[src/rtl/dmem_if.sv]
// Bus bundle between the two data-memory requesters, the arbiter and the
// single-ported data memory.
interface dmem_if #(
  parameter int DATA_W = 32
);
  logic              req0;
  logic              req1;
  logic              we0;
  logic              we1;
  logic [31:0]       addr0;
  logic [31:0]       addr1;
  logic [DATA_W-1:0] wdata0;
  logic [DATA_W-1:0] wdata1;
  logic              lock1;
  logic              gnt0;
  logic              gnt1;
  logic              rvalid0;
  logic              rvalid1;
  logic              rerr0;
  logic              rerr1;
  logic [DATA_W-1:0] rdata;
  logic              stall0;
  logic              mem_we;
  logic [31:0]       mem_addr;
  logic [DATA_W-1:0] mem_wdata;
  logic [DATA_W-1:0] mem_rdata;

  modport slave (
    input  req0, req1, we0, we1, addr0, addr1, wdata0, wdata1, lock1, mem_rdata,
    output gnt0, gnt1, rvalid0, rvalid1, rerr0, rerr1, rdata, stall0,
    output mem_we, mem_addr, mem_wdata
  );

  modport master (
    output req0, req1, we0, we1, addr0, addr1, wdata0, wdata1, lock1, mem_rdata,
    input  gnt0, gnt1, rvalid0, rvalid1, rerr0, rerr1, rdata, stall0,
    input  mem_we, mem_addr, mem_wdata
  );
endinterface

[src/rtl/dmem_arbiter.sv]
// Round-robin arbiter with bounded port-1 burst lock for the shared data
// memory; drives the memory port and returns registered responses.
module dmem_arbiter #(
  parameter int DEPTH    = 1024,
  parameter int DATA_W   = 32,
  parameter int MAX_LOCK = 16
) (
  input logic   clk,
  input logic   rst,
  dmem_if.slave bus
);
  localparam int CW = $clog2(MAX_LOCK + 1);

  typedef enum logic [1:0] {IDLE, RR, LOCK} state_t;

  state_t          state;
  state_t          state_nxt;
  logic            last;
  logic            last_nxt;
  logic [CW-1:0]   cnt;
  logic [CW-1:0]   cnt_nxt;
  logic            blk;
  logic            blk_nxt;
  logic            g0;
  logic            g1;
  logic            sel_we;
  logic [31:0]     sel_addr;
  logic [DATA_W-1:0] sel_wdata;
  logic            in_range;
  logic            any_gnt;

  always_ff @(posedge clk or posedge rst) begin
    if (rst) begin
      state <= IDLE;
      last  <= 1'b1;
      cnt   <= '0;
      blk   <= 1'b0;
    end else begin
      state <= state_nxt;
      last  <= last_nxt;
      cnt   <= cnt_nxt;
      blk   <= blk_nxt;
    end
  end

  // cnt holds the number of locked grants already issued in the current burst;
  // the grant that brings it to MAX_LOCK is the last one before a forced release.
  always_comb begin
    g0        = 1'b0;
    g1        = 1'b0;
    state_nxt = state;
    last_nxt  = last;
    cnt_nxt   = cnt;
    blk_nxt   = 1'b0;
    if (state == LOCK) begin
      g1 = bus.req1 & bus.lock1;
      if (g1) begin
        cnt_nxt = cnt + CW'(1);
        if (cnt_nxt == CW'(MAX_LOCK)) begin
          state_nxt = RR;
          cnt_nxt   = '0;
          last_nxt  = 1'b1;
          blk_nxt   = 1'b1;
        end
      end else begin
        state_nxt = RR;
        cnt_nxt   = '0;
        last_nxt  = 1'b1;
      end
    end else begin
      if (bus.req0 && bus.req1) begin
        g0 = last;
        g1 = ~last;
      end else begin
        g0 = bus.req0;
        g1 = bus.req1;
      end
      if (g1 && bus.lock1 && !(blk && bus.req0)) begin
        state_nxt = LOCK;
        cnt_nxt   = CW'(1);
      end else if (g0 || g1) begin
        state_nxt = RR;
      end else begin
        state_nxt = IDLE;
      end
      if (g0) last_nxt = 1'b0;
      if (g1) last_nxt = 1'b1;
    end
  end

  // Grants are forced low while reset is held so nothing reaches the memory.
  assign bus.gnt0   = g0 & ~rst;
  assign bus.gnt1   = g1 & ~rst;
  assign bus.stall0 = bus.req0 & ~bus.gnt0;
  assign any_gnt    = bus.gnt0 | bus.gnt1;

  always_comb begin
    sel_we    = 1'b0;
    sel_addr  = '0;
    sel_wdata = '0;
    if (bus.gnt0) begin
      sel_we    = bus.we0;
      sel_addr  = bus.addr0;
      sel_wdata = bus.wdata0;
    end else if (bus.gnt1) begin
      sel_we    = bus.we1;
      sel_addr  = bus.addr1;
      sel_wdata = bus.wdata1;
    end
  end

  assign in_range      = sel_addr < 32'(DEPTH);
  assign bus.mem_we    = any_gnt & sel_we & in_range;
  assign bus.mem_addr  = sel_addr;
  assign bus.mem_wdata = sel_wdata;

  // Writes and out-of-range accesses acknowledge with zero data; idle cycles
  // leave rdata untouched.
  always_ff @(posedge clk or posedge rst) begin
    if (rst) begin
      bus.rvalid0 <= 1'b0;
      bus.rvalid1 <= 1'b0;
      bus.rerr0   <= 1'b0;
      bus.rerr1   <= 1'b0;
      bus.rdata   <= '0;
    end else begin
      bus.rvalid0 <= bus.gnt0;
      bus.rvalid1 <= bus.gnt1;
      bus.rerr0   <= bus.gnt0 & ~in_range;
      bus.rerr1   <= bus.gnt1 & ~in_range;
      if (any_gnt) begin
        bus.rdata <= (in_range && !sel_we) ? bus.mem_rdata : '0;
      end
    end
  end
endmodule

[src/flat_wrapper.sv]
// flat-port wrapper written by rule: the top's interface ports become plain ports
module dmem_arbiter_flat 
#(
  parameter int DEPTH    = 1024,
  parameter int DATA_W   = 32,
  parameter int MAX_LOCK = 16
)
  (clk, rst, bus_req0, bus_req1, bus_we0, bus_we1, bus_addr0, bus_addr1, bus_wdata0, bus_wdata1, bus_lock1, bus_mem_rdata, bus_gnt0, bus_gnt1, bus_rvalid0, bus_rvalid1, bus_rerr0, bus_rerr1, bus_rdata, bus_stall0, bus_mem_we, bus_mem_addr, bus_mem_wdata);
  dmem_if #(.DATA_W(DATA_W)) bus_i ();
  input logic clk;
  input logic rst;
  input wire logic [$bits(bus_i.req0)-1:0] bus_req0;
  input wire logic [$bits(bus_i.req1)-1:0] bus_req1;
  input wire logic [$bits(bus_i.we0)-1:0] bus_we0;
  input wire logic [$bits(bus_i.we1)-1:0] bus_we1;
  input wire logic [$bits(bus_i.addr0)-1:0] bus_addr0;
  input wire logic [$bits(bus_i.addr1)-1:0] bus_addr1;
  input wire logic [$bits(bus_i.wdata0)-1:0] bus_wdata0;
  input wire logic [$bits(bus_i.wdata1)-1:0] bus_wdata1;
  input wire logic [$bits(bus_i.lock1)-1:0] bus_lock1;
  input wire logic [$bits(bus_i.mem_rdata)-1:0] bus_mem_rdata;
  output wire logic [$bits(bus_i.gnt0)-1:0] bus_gnt0;
  output wire logic [$bits(bus_i.gnt1)-1:0] bus_gnt1;
  output wire logic [$bits(bus_i.rvalid0)-1:0] bus_rvalid0;
  output wire logic [$bits(bus_i.rvalid1)-1:0] bus_rvalid1;
  output wire logic [$bits(bus_i.rerr0)-1:0] bus_rerr0;
  output wire logic [$bits(bus_i.rerr1)-1:0] bus_rerr1;
  output wire logic [$bits(bus_i.rdata)-1:0] bus_rdata;
  output wire logic [$bits(bus_i.stall0)-1:0] bus_stall0;
  output wire logic [$bits(bus_i.mem_we)-1:0] bus_mem_we;
  output wire logic [$bits(bus_i.mem_addr)-1:0] bus_mem_addr;
  output wire logic [$bits(bus_i.mem_wdata)-1:0] bus_mem_wdata;
  assign bus_i.req0 = bus_req0;
  assign bus_i.req1 = bus_req1;
  assign bus_i.we0 = bus_we0;
  assign bus_i.we1 = bus_we1;
  assign bus_i.addr0 = bus_addr0;
  assign bus_i.addr1 = bus_addr1;
  assign bus_i.wdata0 = bus_wdata0;
  assign bus_i.wdata1 = bus_wdata1;
  assign bus_i.lock1 = bus_lock1;
  assign bus_i.mem_rdata = bus_mem_rdata;
  assign bus_gnt0 = bus_i.gnt0;
  assign bus_gnt1 = bus_i.gnt1;
  assign bus_rvalid0 = bus_i.rvalid0;
  assign bus_rvalid1 = bus_i.rvalid1;
  assign bus_rerr0 = bus_i.rerr0;
  assign bus_rerr1 = bus_i.rerr1;
  assign bus_rdata = bus_i.rdata;
  assign bus_stall0 = bus_i.stall0;
  assign bus_mem_we = bus_i.mem_we;
  assign bus_mem_addr = bus_i.mem_addr;
  assign bus_mem_wdata = bus_i.mem_wdata;
  dmem_arbiter #(.DEPTH(DEPTH), .DATA_W(DATA_W), .MAX_LOCK(MAX_LOCK)) u_core (.clk(clk), .rst(rst), .bus(bus_i));
endmodule
[config.mk]
export PLATFORM = sky130hd
export DESIGN_NAME = dmem_arbiter_flat
export DESIGN_NICKNAME = d
export VERILOG_FILES = /design/src/rtl/dmem_if.sv /design/src/rtl/dmem_arbiter.sv /design/src/flat_wrapper.sv
export SDC_FILE = /design/constraint.sdc
export NUM_CORES = 1
export LEC_CHECK = 0
export ABC_AREA = 1
export CAP_MARGIN = 40
export CORE_ASPECT_RATIO = 0.8
export CORE_MARGIN = 2
export CORE_UTILIZATION = 30
export DETAILED_ROUTE_END_ITERATION = 10
export PLACE_DENSITY = 0.8
export SETUP_SLACK_MARGIN = 0.4
export SLEW_MARGIN = 20
export SYNTH_ARGS = -nofsm -noshare
export SYNTH_HDL_FRONTEND = slang
export SYNTH_SLANG_ARGS = --single-unit
export TNS_END_PERCENT = 10
[constraint.sdc]
create_clock -name clk -period 1.67 [get_ports clk]
set_input_delay 0.167 -clock clk [delete_from_list [all_inputs] [get_ports clk]]
set_output_delay 0.167 -clock clk [all_outputs]
set_load 0.05 [all_outputs]
==> results.toml, run 1 <==
[place]
place_congestion = 0.895
dpl_cell_area_um2 = 7170
dp_hpwl_mm = 12.3
dp_cells = 970
numPortBuffers = 270

[logic_synthesis]
yosys.area.top_type_share = 0.342
ys_seq_area_frac = 0.350
syn_inst = 533
ys_warn_count = 0
yosysTopAreaCell = "dfrtp_1"
synth_ff_type = "dfrtp_1"
ys_types = 28
synth_seq_cells = 45
synth_edf_count = 0
synth_area_um2 = 3220
synthTopCellsByArea = "dfrtp_1 34%, nand2_1 32%, inv_1 7.1%, nand4_1 6.4%, nor2_1 5.4%"
synth_nets = 701
avgSynthCellArea_um2 = 6.04
synth_async_sr_flop_share = 1.00

[cts]
clock_path_buffers = 2
clkTransAtPathRegs_ps = 70
cts-root-buf = "clkbuf_16"
ctsHoldBuffers = 0
cts_made_buffers = 5
cts_num_sinks = 45
insertion_delay_ps = 280
cts.htree.levels = 2
cts_tree = "yes"

[power_and_ir_drop]
p_leak_uw = 0.00389
vdd_drop_max_mv = 0.407
total_power_uw = 4910
power.density_nw_per_um2 = 636

[route]
vias = 4607
drc = 0
viasPerCell = 4.65
firstDrtPassIters = 5
wl_per_cell_um = 15.4
drt_iter0_markers = 230
antenna_left = 0
wl_mm = 15.2

[critical_path]
crit_family = "simple AND/OR/NAND/NOR gates"
max_stage_delay_ps = 560
cp-start-kind = "flip-flop"
crit_arrival_ps = 2240
crit_slowest_cell = "dfstp_2"
path_buf_inv = 1
critical_path_class = "flip-flop to output pin"
cp.required_ps = 1500
end_kind = "output pin"
path_cells = "nand3_2, nand2_2, nand2_4, nand2_4, nand2_4, nand2_1, nand2_2, nor2_2, nand2_2, nor2_4, nand2_2, nor2_4, buf_12"
critPathMaxFanout = 9
cp_common_cell = "nand2_2"

[final_layout]
drive_gt1_frac = 0.300
fin_cells = 991
insertedDiodeCount = 0
final_util = 0.744
nFillCells = 756
fin_nets = 1018
area_growth_pct = 140
final_cell_area_um2 = 7710

[sta]
worst_slack_ps = -741
timing.hold.ws_ps = 420
slew_headroom = 0.797
fmax_ghz = 0.415
maxSlewViolCount = 0
setup_viol = 101
finalCritPeriodShare = 1.44
rsz0062_at_grt = "true"
tightest_slew_ps = 306
period_minus_slack_ps = 2410
skew_ps = 6.35
hold_viol_final = 0

[grt]
grt_pass1_vias = 4871
antenna_found_initial = 0
grt_use_total = 0.258
grt_pass1_wl_mm = 23.9
grt_max_degree = 45
gr-total-overflow = 0

[floorplanning]
core-area_um2 = 10400
fp.dieH_um = 96.7
die_x_um = 120
die_area_um2 = 11600
start_util = 0.311
rows = 33
ios = 271

[job]
maxCapViolations = 0

[run_status]
status = "finished with violations"
violations = "negative setup slack"

[min_path]
worstHoldPathType = "primary input to async pin"
-- final timing paths --
| kind | startpoint | to | slack [ps] | depth (start not counted) |
|---|---|---|---|---|
| max | u_core.last | bus_mem_we | -740 | 13 |
| min | rst | u_core.cnt[0] | 420 | 4 |
| max reg2reg | u_core.last | u_core.bus.rdata[25] | -530 | 16 |
| min reg2reg | u_core.bus.rdata[30] | u_core.bus.rdata[30] | 480 | 2 |
| max in group asynchronous | rst | u_core.last | 970 | 4 |
| min in group clk | u_core.bus.rdata[30] | u_core.bus.rdata[30] | 480 | 2 |
-- Yosys cell counts (4+ instances only) --
library cell	count
nand4_1	33
buf_2	6
buf_6	5
dfrtp_1	44
inv_2	4
o21ai_0	4
nand3_1	11
inv_1	61
clkbuf_1	14
a21oi_1	6
nor2_1	46
nand2_1	277
-- cells by family after synthesis --
logic type	share of synthesized area
AO/OA/AOI/OAI	0.0323
XOR/XNOR	0.00544
adder cells (fa/ha/maj)	0.00389
buffers and inverters	0.126
flip-flops	0.350
AND/OR/NAND/NOR	0.482
-- state kept, by name (all words and copies together), names as in the netlist --
register	flops
u_core.blk	1
u_core.bus.rdata	32
u_core.bus.rerr0	1
u_core.bus.rerr1	1
u_core.bus.rvalid0	1
u_core.bus.rvalid1	1
u_core.cnt	5
u_core.last	1
u_core.state	2
-- cell usage in the layout (no fill, tap or decap), types with 15 or more instances in the layout --
cell             synthesis  layout
nand2_1                277     241
clkdlybuf4s50_1          0     165
buf_12                   0      74
buf_4                    3      66
inv_1                   61      55
dfrtp_1                 44      43
nor2_1                  46      40
nand4_1                 33      33
nand2_2                  2      24
clkdlybuf4s15_2          0      21
nand2_4                  2      15
-- stage by stage --
| step | setup TNS, ps | setup slack (ps) |
|---|---|---|
| CTS | -39340 | -693 |
| detailed placement | -51960 | -877 |
| finish | -43080 | -741 |
| global route | -52660 | -852 |
| floorplan | -21260 | -482 |
| global placement | -48440 | -797 |
-- final cells by class --
class	instances	area (um^2)	area share
clock buffers	6	129	0.0167
clock inverters	2	38.8	0.00503
inverters	65	251	0.0326
multi-input cells	395	2000	0.259
flip-flops and latches	45	1130	0.146
well taps	140	175	0.0227
repair buffers	338	4000	0.518
-- metal layers --
metal	GRT usage	vias to the layer above	routed length, um
li1	-	2260	-
met1	0.274	2156	5460
met2	0.491	167	8300
met3	0.0790	24	1140
met4	0.0633	0	334
met5	0	-	0
-- power by group --
group | switching, uW | internal, uW | total (uW)
registers | 27.5 | 1130 | 1150
clock network | 401 | 709 | 1110
logic | 1370 | 1270 | 2640
total | 1800 | 3100 | 4910
-- worst register-to-register path, stage by stage (launching register included) --
cell	delay (ps)
dfstp_2	560
inv_2	50
nand2_2	50
nand3_2	120
inv_2	170
buf_12	170
nand2_1	80
nand2_1	90
nand2_2	70
nand2_1	70
nor2_1	40
nand2_1	90
nor2_4	60
buf_4	160
buf_12	160
nand4_1	100
nand2_1	70
-- timing repair --
item	CTS	global route
endpoints found under the hold margin	0	0
resized for setup	106	30
setup endpoints to repair	135	114
pin swaps	17	23
buffers inserted	6	7
Note: power is estimated with default switching activity, not from simulation.
==> inputs of run 2 (changes only) <==
- CTS_CLUSTER_DIAMETER: not set -> 40
==> results of run 2 <==
Same layout as run 1: the final DEF is identical, and so are final timing and power.
